--- config.mk ---
export PLATFORM = sky130hd
export DESIGN_NAME = sysver_reader_flat
export DESIGN_NICKNAME = d
export VERILOG_FILES = /design/src/rtl/sysver_reader_if.sv /design/src/rtl/sysver_reader.sv /design/src/flat_wrapper.sv
export SDC_FILE = /design/constraint.sdc
export NUM_CORES = 1
export LEC_CHECK = 0
export BUFFER_PORTS_ARGS = -buffer_cell sky130_fd_sc_hd__buf_2
export CAP_MARGIN = 20
export CORE_MARGIN = 4
export CORE_UTILIZATION = 58
export DETAILED_ROUTE_END_ITERATION = 7
export GPL_TIMING_DRIVEN = 0
export HOLD_SLACK_MARGIN = 0.05
export PLACE_DENSITY = 0.86
export REMOVE_ABC_BUFFERS = 1
export SYNTH_ARGS = -nofsm -noshare
export SYNTH_HDL_FRONTEND = slang
export SYNTH_SLANG_ARGS = --single-unit
--- constraint.sdc ---
create_clock -name m_axi_aclk -period 5.05 [get_ports m_axi_aclk]
set_input_delay 1.2625 -clock m_axi_aclk [delete_from_list [all_inputs] [get_ports m_axi_aclk]]
set_output_delay 1.2625 -clock m_axi_aclk [all_outputs]
set_load 0.1 [all_outputs]
--- src/rtl/sysver_reader_if.sv ---
// rtl/sysver_reader_if.sv - AXI4-lite read-channel bundle between the version reader and its slave
interface sysver_reader_if #(
    parameter int ADDR_WIDTH = 4,
    parameter int DATA_WIDTH = 32
);
    logic [ADDR_WIDTH-1:0] araddr;
    logic [2:0]            arprot;
    logic                  arvalid;
    logic                  arready;
    logic [DATA_WIDTH-1:0] rdata;
    logic [1:0]            rresp;
    logic                  rvalid;
    logic                  rready;

    modport master (
        output araddr, arprot, arvalid, rready,
        input  arready, rdata, rresp, rvalid
    );

    modport slave (
        input  araddr, arprot, arvalid, rready,
        output arready, rdata, rresp, rvalid
    );
endinterface

--- src/rtl/sysver_reader.sv ---
// rtl/sysver_reader.sv - AXI4-lite read master that snapshots FPGA_VER and BOARD into plain outputs
module sysver_reader #(
    parameter int C_M_AXI_ADDR_WIDTH = 4,
    parameter int C_M_AXI_DATA_WIDTH = 32,
    parameter int C_BASE_ADDR        = 0,
    parameter int C_AUTO_START       = 1,
    parameter int C_TIMEOUT          = 255,
    parameter int C_MAX_RETRY        = 3,
    parameter int C_BOARD_TYPE_WIDTH = 4,
    parameter int C_BOARD_REV_WIDTH  = 4
) (
    input  logic                          m_axi_aclk,
    input  logic                          m_axi_areset,
    input  logic                          start,
    sysver_reader_if.master               m_axi,
    output logic [7:0]                    ver_maj,
    output logic [7:0]                    ver_min,
    output logic [15:0]                   ver_build,
    output logic [C_BOARD_TYPE_WIDTH-1:0] board_type,
    output logic [C_BOARD_REV_WIDTH-1:0]  board_rev,
    output logic                          info_valid,
    output logic                          busy,
    output logic                          done,
    output logic                          error,
    output logic [1:0]                    err_code
);
    localparam int AW = C_M_AXI_ADDR_WIDTH;
    localparam int RW = $clog2(C_MAX_RETRY + 2);

    localparam logic [AW-1:0] ADDR_VER   = AW'(C_BASE_ADDR);
    localparam logic [AW-1:0] ADDR_BOARD = AW'(C_BASE_ADDR + 4);
    localparam logic [15:0]   TO_LAST    = 16'(C_TIMEOUT - 1);
    localparam logic [RW-1:0] RETRY_MAX  = RW'(C_MAX_RETRY);

    typedef enum logic [2:0] {IDLE, ADDR, DATA, DONE, FAIL} state_t;

    state_t         state;
    logic           idx;
    logic [RW-1:0]  retry_cnt;
    logic [15:0]    tcnt;
    logic           tpend;
    logic           auto_armed;
    logic [31:0]    shadow_ver;
    logic           tmo_now;
    logic [1:0]     fail_code;

    assign m_axi.arprot = 3'b000;

    // A response is late if the flag is already up or the count reaches the limit on this very edge
    always_comb begin
        tmo_now = tpend || (tcnt == TO_LAST);
    end

    // Failure cause for the current response; timeout outranks whatever rresp says
    always_comb begin
        fail_code = 2'b01;
        if (tmo_now) begin
            fail_code = 2'b11;
        end else if (m_axi.rresp == 2'b11) begin
            fail_code = 2'b10;
        end
    end

    // Sequencer: issues the two reads, retries, and commits both fields to the outputs in one edge
    always_ff @(posedge m_axi_aclk) begin
        if (m_axi_areset) begin
            state          <= IDLE;
            idx            <= 1'b0;
            retry_cnt      <= '0;
            tcnt           <= '0;
            tpend          <= 1'b0;
            auto_armed     <= (C_AUTO_START != 0);
            shadow_ver     <= '0;
            m_axi.araddr   <= '0;
            m_axi.arvalid  <= 1'b0;
            m_axi.rready   <= 1'b0;
            ver_maj        <= '0;
            ver_min        <= '0;
            ver_build      <= '0;
            board_type     <= '0;
            board_rev      <= '0;
            info_valid     <= 1'b0;
            busy           <= 1'b0;
            done           <= 1'b0;
            error          <= 1'b0;
            err_code       <= 2'b00;
        end else begin
            done <= 1'b0;
            if (state == ADDR || state == DATA) begin
                if (tcnt != 16'hFFFF) begin
                    tcnt <= tcnt + 16'd1;
                end
                if (tcnt == TO_LAST) begin
                    tpend <= 1'b1;
                end
            end
            case (state)
                IDLE, DONE, FAIL: begin
                    if (start || (state == IDLE && auto_armed)) begin
                        auto_armed    <= 1'b0;
                        state         <= ADDR;
                        idx           <= 1'b0;
                        retry_cnt     <= '0;
                        error         <= 1'b0;
                        err_code      <= 2'b00;
                        tcnt          <= '0;
                        tpend         <= 1'b0;
                        m_axi.arvalid <= 1'b1;
                        m_axi.araddr  <= ADDR_VER;
                        busy          <= 1'b1;
                    end
                end
                ADDR: begin
                    if (m_axi.arready) begin
                        state         <= DATA;
                        m_axi.arvalid <= 1'b0;
                        m_axi.rready  <= 1'b1;
                    end
                end
                DATA: begin
                    if (m_axi.rvalid) begin
                        m_axi.rready <= 1'b0;
                        if (m_axi.rresp == 2'b00 && !tmo_now) begin
                            if (!idx) begin
                                shadow_ver    <= m_axi.rdata[31:0];
                                idx           <= 1'b1;
                                state         <= ADDR;
                                m_axi.arvalid <= 1'b1;
                                m_axi.araddr  <= ADDR_BOARD;
                                tcnt          <= '0;
                                tpend         <= 1'b0;
                            end else begin
                                state      <= DONE;
                                busy       <= 1'b0;
                                done       <= 1'b1;
                                info_valid <= 1'b1;
                                ver_maj    <= shadow_ver[31:24];
                                ver_min    <= shadow_ver[23:16];
                                ver_build  <= shadow_ver[15:0];
                                board_type <= m_axi.rdata[16 +: C_BOARD_TYPE_WIDTH];
                                board_rev  <= m_axi.rdata[0 +: C_BOARD_REV_WIDTH];
                            end
                        end else begin
                            err_code <= fail_code;
                            if (retry_cnt < RETRY_MAX) begin
                                retry_cnt     <= retry_cnt + RW'(1);
                                state         <= ADDR;
                                m_axi.arvalid <= 1'b1;
                                m_axi.araddr  <= idx ? ADDR_BOARD : ADDR_VER;
                                tcnt          <= '0;
                                tpend         <= 1'b0;
                            end else begin
                                state      <= FAIL;
                                busy       <= 1'b0;
                                error      <= 1'b1;
                                info_valid <= 1'b0;
                            end
                        end
                    end
                end
                default: state <= IDLE;
            endcase
        end
    end
endmodule

--- src/flat_wrapper.sv ---
// flat-port wrapper written by rule: the top's interface ports become plain ports
module sysver_reader_flat 
#(
    parameter int C_M_AXI_ADDR_WIDTH = 4,
    parameter int C_M_AXI_DATA_WIDTH = 32,
    parameter int C_BASE_ADDR        = 0,
    parameter int C_AUTO_START       = 1,
    parameter int C_TIMEOUT          = 255,
    parameter int C_MAX_RETRY        = 3,
    parameter int C_BOARD_TYPE_WIDTH = 4,
    parameter int C_BOARD_REV_WIDTH  = 4
)
  (m_axi_aclk, m_axi_areset, start, ver_maj, ver_min, ver_build, board_type, board_rev, info_valid, busy, done, error, err_code, m_axi_araddr, m_axi_arprot, m_axi_arvalid, m_axi_rready, m_axi_arready, m_axi_rdata, m_axi_rresp, m_axi_rvalid);
  sysver_reader_if #(.ADDR_WIDTH(4), .DATA_WIDTH(32)) m_axi_i ();
  input  logic m_axi_aclk;
  input  logic m_axi_areset;
  input  logic start;
  output logic [7:0] ver_maj;
  output logic [7:0] ver_min;
  output logic [15:0] ver_build;
  output logic [C_BOARD_TYPE_WIDTH-1:0] board_type;
  output logic [C_BOARD_REV_WIDTH-1:0] board_rev;
  output logic info_valid;
  output logic busy;
  output logic done;
  output logic error;
  output logic [1:0] err_code;
  output wire logic [$bits(m_axi_i.araddr)-1:0] m_axi_araddr;
  output wire logic [$bits(m_axi_i.arprot)-1:0] m_axi_arprot;
  output wire logic [$bits(m_axi_i.arvalid)-1:0] m_axi_arvalid;
  output wire logic [$bits(m_axi_i.rready)-1:0] m_axi_rready;
  input wire logic [$bits(m_axi_i.arready)-1:0] m_axi_arready;
  input wire logic [$bits(m_axi_i.rdata)-1:0] m_axi_rdata;
  input wire logic [$bits(m_axi_i.rresp)-1:0] m_axi_rresp;
  input wire logic [$bits(m_axi_i.rvalid)-1:0] m_axi_rvalid;
  assign m_axi_araddr = m_axi_i.araddr;
  assign m_axi_arprot = m_axi_i.arprot;
  assign m_axi_arvalid = m_axi_i.arvalid;
  assign m_axi_rready = m_axi_i.rready;
  assign m_axi_i.arready = m_axi_arready;
  assign m_axi_i.rdata = m_axi_rdata;
  assign m_axi_i.rresp = m_axi_rresp;
  assign m_axi_i.rvalid = m_axi_rvalid;
  sysver_reader #(.C_M_AXI_ADDR_WIDTH(C_M_AXI_ADDR_WIDTH), .C_M_AXI_DATA_WIDTH(C_M_AXI_DATA_WIDTH), .C_BASE_ADDR(C_BASE_ADDR), .C_AUTO_START(C_AUTO_START), .C_TIMEOUT(C_TIMEOUT), .C_MAX_RETRY(C_MAX_RETRY), .C_BOARD_TYPE_WIDTH(C_BOARD_TYPE_WIDTH), .C_BOARD_REV_WIDTH(C_BOARD_REV_WIDTH)) u_core (.m_axi_aclk(m_axi_aclk), .m_axi_areset(m_axi_areset), .start(start), .m_axi(m_axi_i), .ver_maj(ver_maj), .ver_min(ver_min), .ver_build(ver_build), .board_type(board_type), .board_rev(board_rev), .info_valid(info_valid), .busy(busy), .done(done), .error(error), .err_code(err_code));
endmodule
* Yosys cells after proc, flatten, opt, wreduce, memory -nomap -nowiden
Index checks and enable logic that the tools add are counted.
** Storage, ports and cells
- Flip-flop bits (word level) :: 109
- Bits in latches :: 0
- Memory bits (writable) :: 0
- Bits in read-only memories :: 0
- Input port bits :: 39
- Output and inout bits :: 55
- Memories kept :: 0
** Operators by class
- Add/subtract/negate cells :: 2
- $mul :: 0
- Div/mod/pow operators :: 0
- Magnitude comparators :: 1
- Equal/unequal tests :: 20
- Shift-type cells :: 0
- Multiplexer cells :: 67
- Bitwise operators :: 4
- Reductions and logical operators :: 26
** Operators by type and width (number)
- two-way mux 16 bit :: 7
- case mux 16 bit (2 select lines) :: 1
- two-way mux 3 bit :: 10
- two-way mux 1 bit :: 28
- two-way mux 4 bit :: 5
- AND reduction 4 bit :: 5
- AND reduction 5 bit :: 4
- adder 16 x 1 -> 16 bit (second input constant) :: 1
- == test 16 x 8 -> 1 bit (second input constant) :: 1
- != test 16 bit (second input constant) :: 1
- two-way mux 2 bit :: 6
- != test 2 bit (second input constant) :: 6
- case mux 1 bit (2 select lines) :: 5
- != test 3 bit (second input constant) :: 3
- case mux 3 bit (3 select lines) :: 1
- case mux 4 bit (2 select lines) :: 1
- == test 3 x 2 -> 1 bit (second input constant) :: 2
- != test 2 x 1 -> 1 bit (second input constant) :: 3
- case mux 3 bit (2 select lines) :: 1
- AND reduction 3 bit :: 2
- AND reduction 6 bit :: 1
- inverter 1 bit :: 4
- case mux 2 bit (2 select lines) :: 1
- nonzero test 2 bit :: 2
- other kinds (16) :: 19

* Logic depth before layout (Yosys ltp)
- Depth in word-level cells :: 7
- Mapped depth :: 9

* Worst setup path before layout
No wires, ideal clock.
- Path type :: input port to flip-flop
- Start :: input start
- End :: register u_core.tcnt[10]
- Arrival time :: 2381 ps
- Setup slack :: 2534 ps
- Stages :: 6
- Cells stage by stage :: a21oi_1 o32ai_1 o31a_1 buf_6 buf_6 nor3_2
** On the way
- Cells in the longest elaborated chain, start to end :: 3
** RTL lines
- start, declared :: line flat_wrapper.sv:17 : input logic start;
- logical OR 1 bit :: line sysver_reader.sv:99 : if (start || (state == IDLE && auto_armed)) begin
- two-way mux 16 bit :: line sysver_reader.sv:99
- case mux 16 bit (2 select lines) :: line sysver_reader.sv:97 : case (state)
- end signal, assigned :: line sysver_reader.sv:91 : tcnt <= tcnt + 16'd1;
- end, declared :: line sysver_reader.sv:40 : logic [15:0] tcnt;
No other way between the ends.
A chain may end at the register's enable or synchronous reset.

* Final worst setup path
- Start :: input start
- End :: register u_core.m_axi.araddr[2]
** On the way
- Cells in the longest elaborated chain, start to end :: 3
** RTL lines
- logical OR 1 bit :: line sysver_reader.sv:99
- != test 2 x 1 -> 1 bit (no line)
- AND reduction 5 bit (no line)
- end signal, assigned :: line sysver_reader.sv:149 : m_axi.araddr <= idx ? ADDR_BOARD : ADDR_VER;
- end, declared :: line sysver_reader_if.sv:16 : output araddr, arprot, arvalid, rready,
No other way between the ends.

==> results.py <==
metrics = {
    "run_status": {
        "status": "completed",
    },
    "synth": {
        "synthSimpleGateAreaFrac_pct": 23.23,
        "yosysMostFrequentCell": "dfxtp_1",
        "synth_top_family_by_area": "simple AND/OR/NAND/NOR gates",
        "avgSynthCellArea_sq_um": 8.855,
        "synth_top_cell_area_share_pct": 47.64,
        "synth_compound_area_share_pct": 11.60,
        "synth_cells": 503,
        "synthTopCellsByArea": "dfxtp_1 48%, mux2i_1 8.3%, nand2_1 8.3%, a21oi_1 5.3%, nor2_1 4.1%",
        "ys_ff_latch": 106,
        "synthMuxAreaShare_pct": 8.315,
        "synth_area_leader_cell": "dfxtp_1",
        "synth-adder-area-share_pct": 0.8427,
        "yosys_warnings": 0,
        "synth_edf_count": 0,
        "synth.cell_area_sq_um": 4454,
        "synth_common_cells": "106 x dfxtp_1, 98 x nand2_1, 49 x nor2_1, 47 x a21oi_1, 37 x mux2i_1",
        "ys_dominant_reg_cell": "dfxtp_1",
        "synthArstFlopShare_pct": 0,
        "synth_xor_area_share_pct": 2.360,
        "seq_area_frac_synth_pct": 47.64,
        "synth.distinct_cells": 52,
    },
    "drt": {
        "drt_first_pass_iters": 5,
        "drcViolationCount": 0,
        "viasPerCell": 5.606,
        "drt_iter0_markers": 247,
        "ant_nets": 0,
        "via_count": 3801,
        "wl_per_cell_um": 14.87,
        "wl_mm": 10.08,
    },
    "floorplanning": {
        "die_area_sq_um": 9146,
        "die_y_um": 95.64,
        "fp.dieW_um": 95.64,
        "io_pins": 94,
        "start_util_pct": 60.44,
        "core_area_sq_um": 7370,
        "placementRows": 31,
    },
    "cells_and_area": {
        "num_antenna_cells": 0,
        "area_growth_pct": 15.28,
        "nNetsFinal": 617,
        "drive_above_1_share_pct": 21.93,
    },
    "critical_path": {
        "critPathCaptureType": "register",
        "cpMaxStageDelayCell": "o31a_1",
        "path_buf_inv": 1,
        "worstSetupStartpointType": "input pin",
        "cp.depth": 5,
        "r2r_cells": 5,
        "crit_type": "input pin to register",
        "crit_fanout": 19,
        "cp_slowest_stage_delay_ps": 940,
        "worstPathArrival_ps": 3420,
        "r2r_setup_slack_ps": 2350,
        "path_cells": "buf_2, a21oi_1, o32ai_1, o31a_1, mux2i_1",
        "cp_top_family": "compound AO/OA/AOI/OAI gates",
        "critPathRequiredTime_ps": 5330,
    },
    "global_route": {
        "grt_pass1_wl_mm": 16.44,
        "grt_max_degree": 88,
        "antenna_found_initial": 0,
        "grt_pass1_vias": 3607,
        "gr-total-overflow": 0,
        "track_usage_pct": 22.59,
    },
    "clock_network": {
        "root_buffer": "clkbuf_8",
        "cts.sinks": 106,
        "clk_pin_slew_ps": 100,
        "clkLatencyLatePin_ps": 360,
        "numCtsBuffers": 9,
        "cts_setup_buffers": 0,
        "cts_tree": "built",
        "cts-hold-fix-buffers": 0,
        "cts_buffer_depth": 2,
        "ctsResizeCount": 0,
        "htreeDepth": 3,
    },
    "timing": {
        "rsz0062_at_grt": "no",
        "fin_skew_ps": 11.71,
        "finalMaxSlewViolations": 0,
        "hold_viol": 0,
        "worst_pin_slew_ps": 1022,
        "setup_viol": 0,
        "period_share_pct": 62.08,
        "fmaxAchievable_ghz": 0.3190,
        "tns_ps": 0,
        "slew_headroom_pct": 31.86,
        "min_period_ps": 3135,
    },
    "run": {
        "maxCapViolations": 0,
    },
    "worst_hold_path": {
        "hold_depth": 2,
        "hold_class": "register to register",
    },
    "placed_design": {
        "place_hpwl_mm": 6.964,
        "port_buffers": 87,
        "gp_congestion": 0.9223,
    },
    "power": {
        "powerDensity_nw_per_um2": 370.6,
        "fin_total_pwr_mw": 1.903,
        "vdd_drop_max_v": 0.0001935,
        "p_leak_nw": 2.205,
    },
}
## through the flow
stage / util, % / hold WS (ps) / setup slack [ps] / std cells / area (sq um)
after floorplan: - / 425.5 / 1518 / 470 / 4252
after global placement: 65.28 / 435.8 / 554.0 / 656 / 4811
after detailed placement: 66.96 / 445.1 / 1600 / 663 / 4935
after CTS: 69.68 / 460.0 / 1944 / 678 / 5135
after global routing: 69.68 / 469.4 / 1812 / 678 / 5135
final: 69.68 / 456.3 / 1915 / 678 / 5135
## worst reg2reg max path: stages (launching register included)
cell	delay (ps)
dfxtp_1	430
clkinv_2	130
a21oi_1	90
o32ai_1	790
o31a_1	940
mux2i_1	260
## report_power, final
| part | total [mW] | switching (mW) | internal, mW | leakage, nW |
|---|---|---|---|---|
| clock network | 0.523 | 0.288 | 0.234 | 0.0954 |
| registers | 0.915 | 0.0431 | 0.872 | 0.856 |
| logic | 0.465 | 0.338 | 0.127 | 1.25 |
| total | 1.90 | 0.670 | 1.23 | 2.20 |
## sequential cells by signal, indices dropped and copies added, names as in the netlist, 2 cells and up
name / cells
u_core.board_rev: 4
u_core.ver_min: 8
u_core.ver_build: 16
u_core.err_code: 2
u_core.retry_cnt: 3
u_core.board_type: 4
u_core.state: 3
u_core.tcnt: 16
u_core.ver_maj: 8
u_core.shadow_ver: 32
## area by class of cell
class                   count  area (sq um)
fillers                   564          2235
flip-flops and latches    106          2122
multi-input cells         353          2088
repair buffers             94         558.0
clock buffers               9         123.9
well taps                  99         123.9
clock inverters             6         76.32
inverters                  11         42.54
## placed cells by master (no fill, tap or decap), types with 9 or more instances in the layout
| cell | count |
|---|---|
| nor4_1 | 9 |
| dfxtp_1 | 106 |
| mux2i_1 | 37 |
| xnor2_1 | 12 |
| clkbuf_8 | 9 |
| nor3_1 | 13 |
| inv_1 | 10 |
| buf_2 | 87 |
| nor2_1 | 49 |
| a21oi_1 | 47 |
| nand2_1 | 98 |
| nor3_2 | 9 |
## per-layer routing
| layer | wire, um | track usage [%] |
|---|---|---|
| met1 | 4232 | 27.67 |
| met2 | 4749 | 36.48 |
| met3 | 901 | 7.972 |
| met4 | 200 | 8.412 |
| met5 | 0 | 0 |
## worst paths after layout
check                                                       from                                   to
worst max-delay path                                       start  u_core.m_axi.araddr[2]$_SDFFE_PP0P_
worst min register to register  u_core.ver_build[2]$_SDFFE_PP0P_     u_core.ver_build[2]$_SDFFE_PP0P_
worst max register to register      u_core.state[2]$_SDFFE_PP0P_  u_core.m_axi.araddr[2]$_SDFFE_PP0P_
worst min-delay path            u_core.ver_build[2]$_SDFFE_PP0P_     u_core.ver_build[2]$_SDFFE_PP0P_
## logic make-up (layout without fill, tap and decap cells)
group | Yosys count | after routing
XOR/XNOR | 12 | 12
flip-flops | 106 | 106
AO/OA/AOI/OAI | 80 | 80
multiplexers | 37 | 37
adder cells (fa/ha/maj) | 3 | 3
buffers and inverters | 49 | 120
AND/OR/NAND/NOR | 215 | 215
other | 1 | 6
No activity file was read; power rests on OpenSTA's default activity.
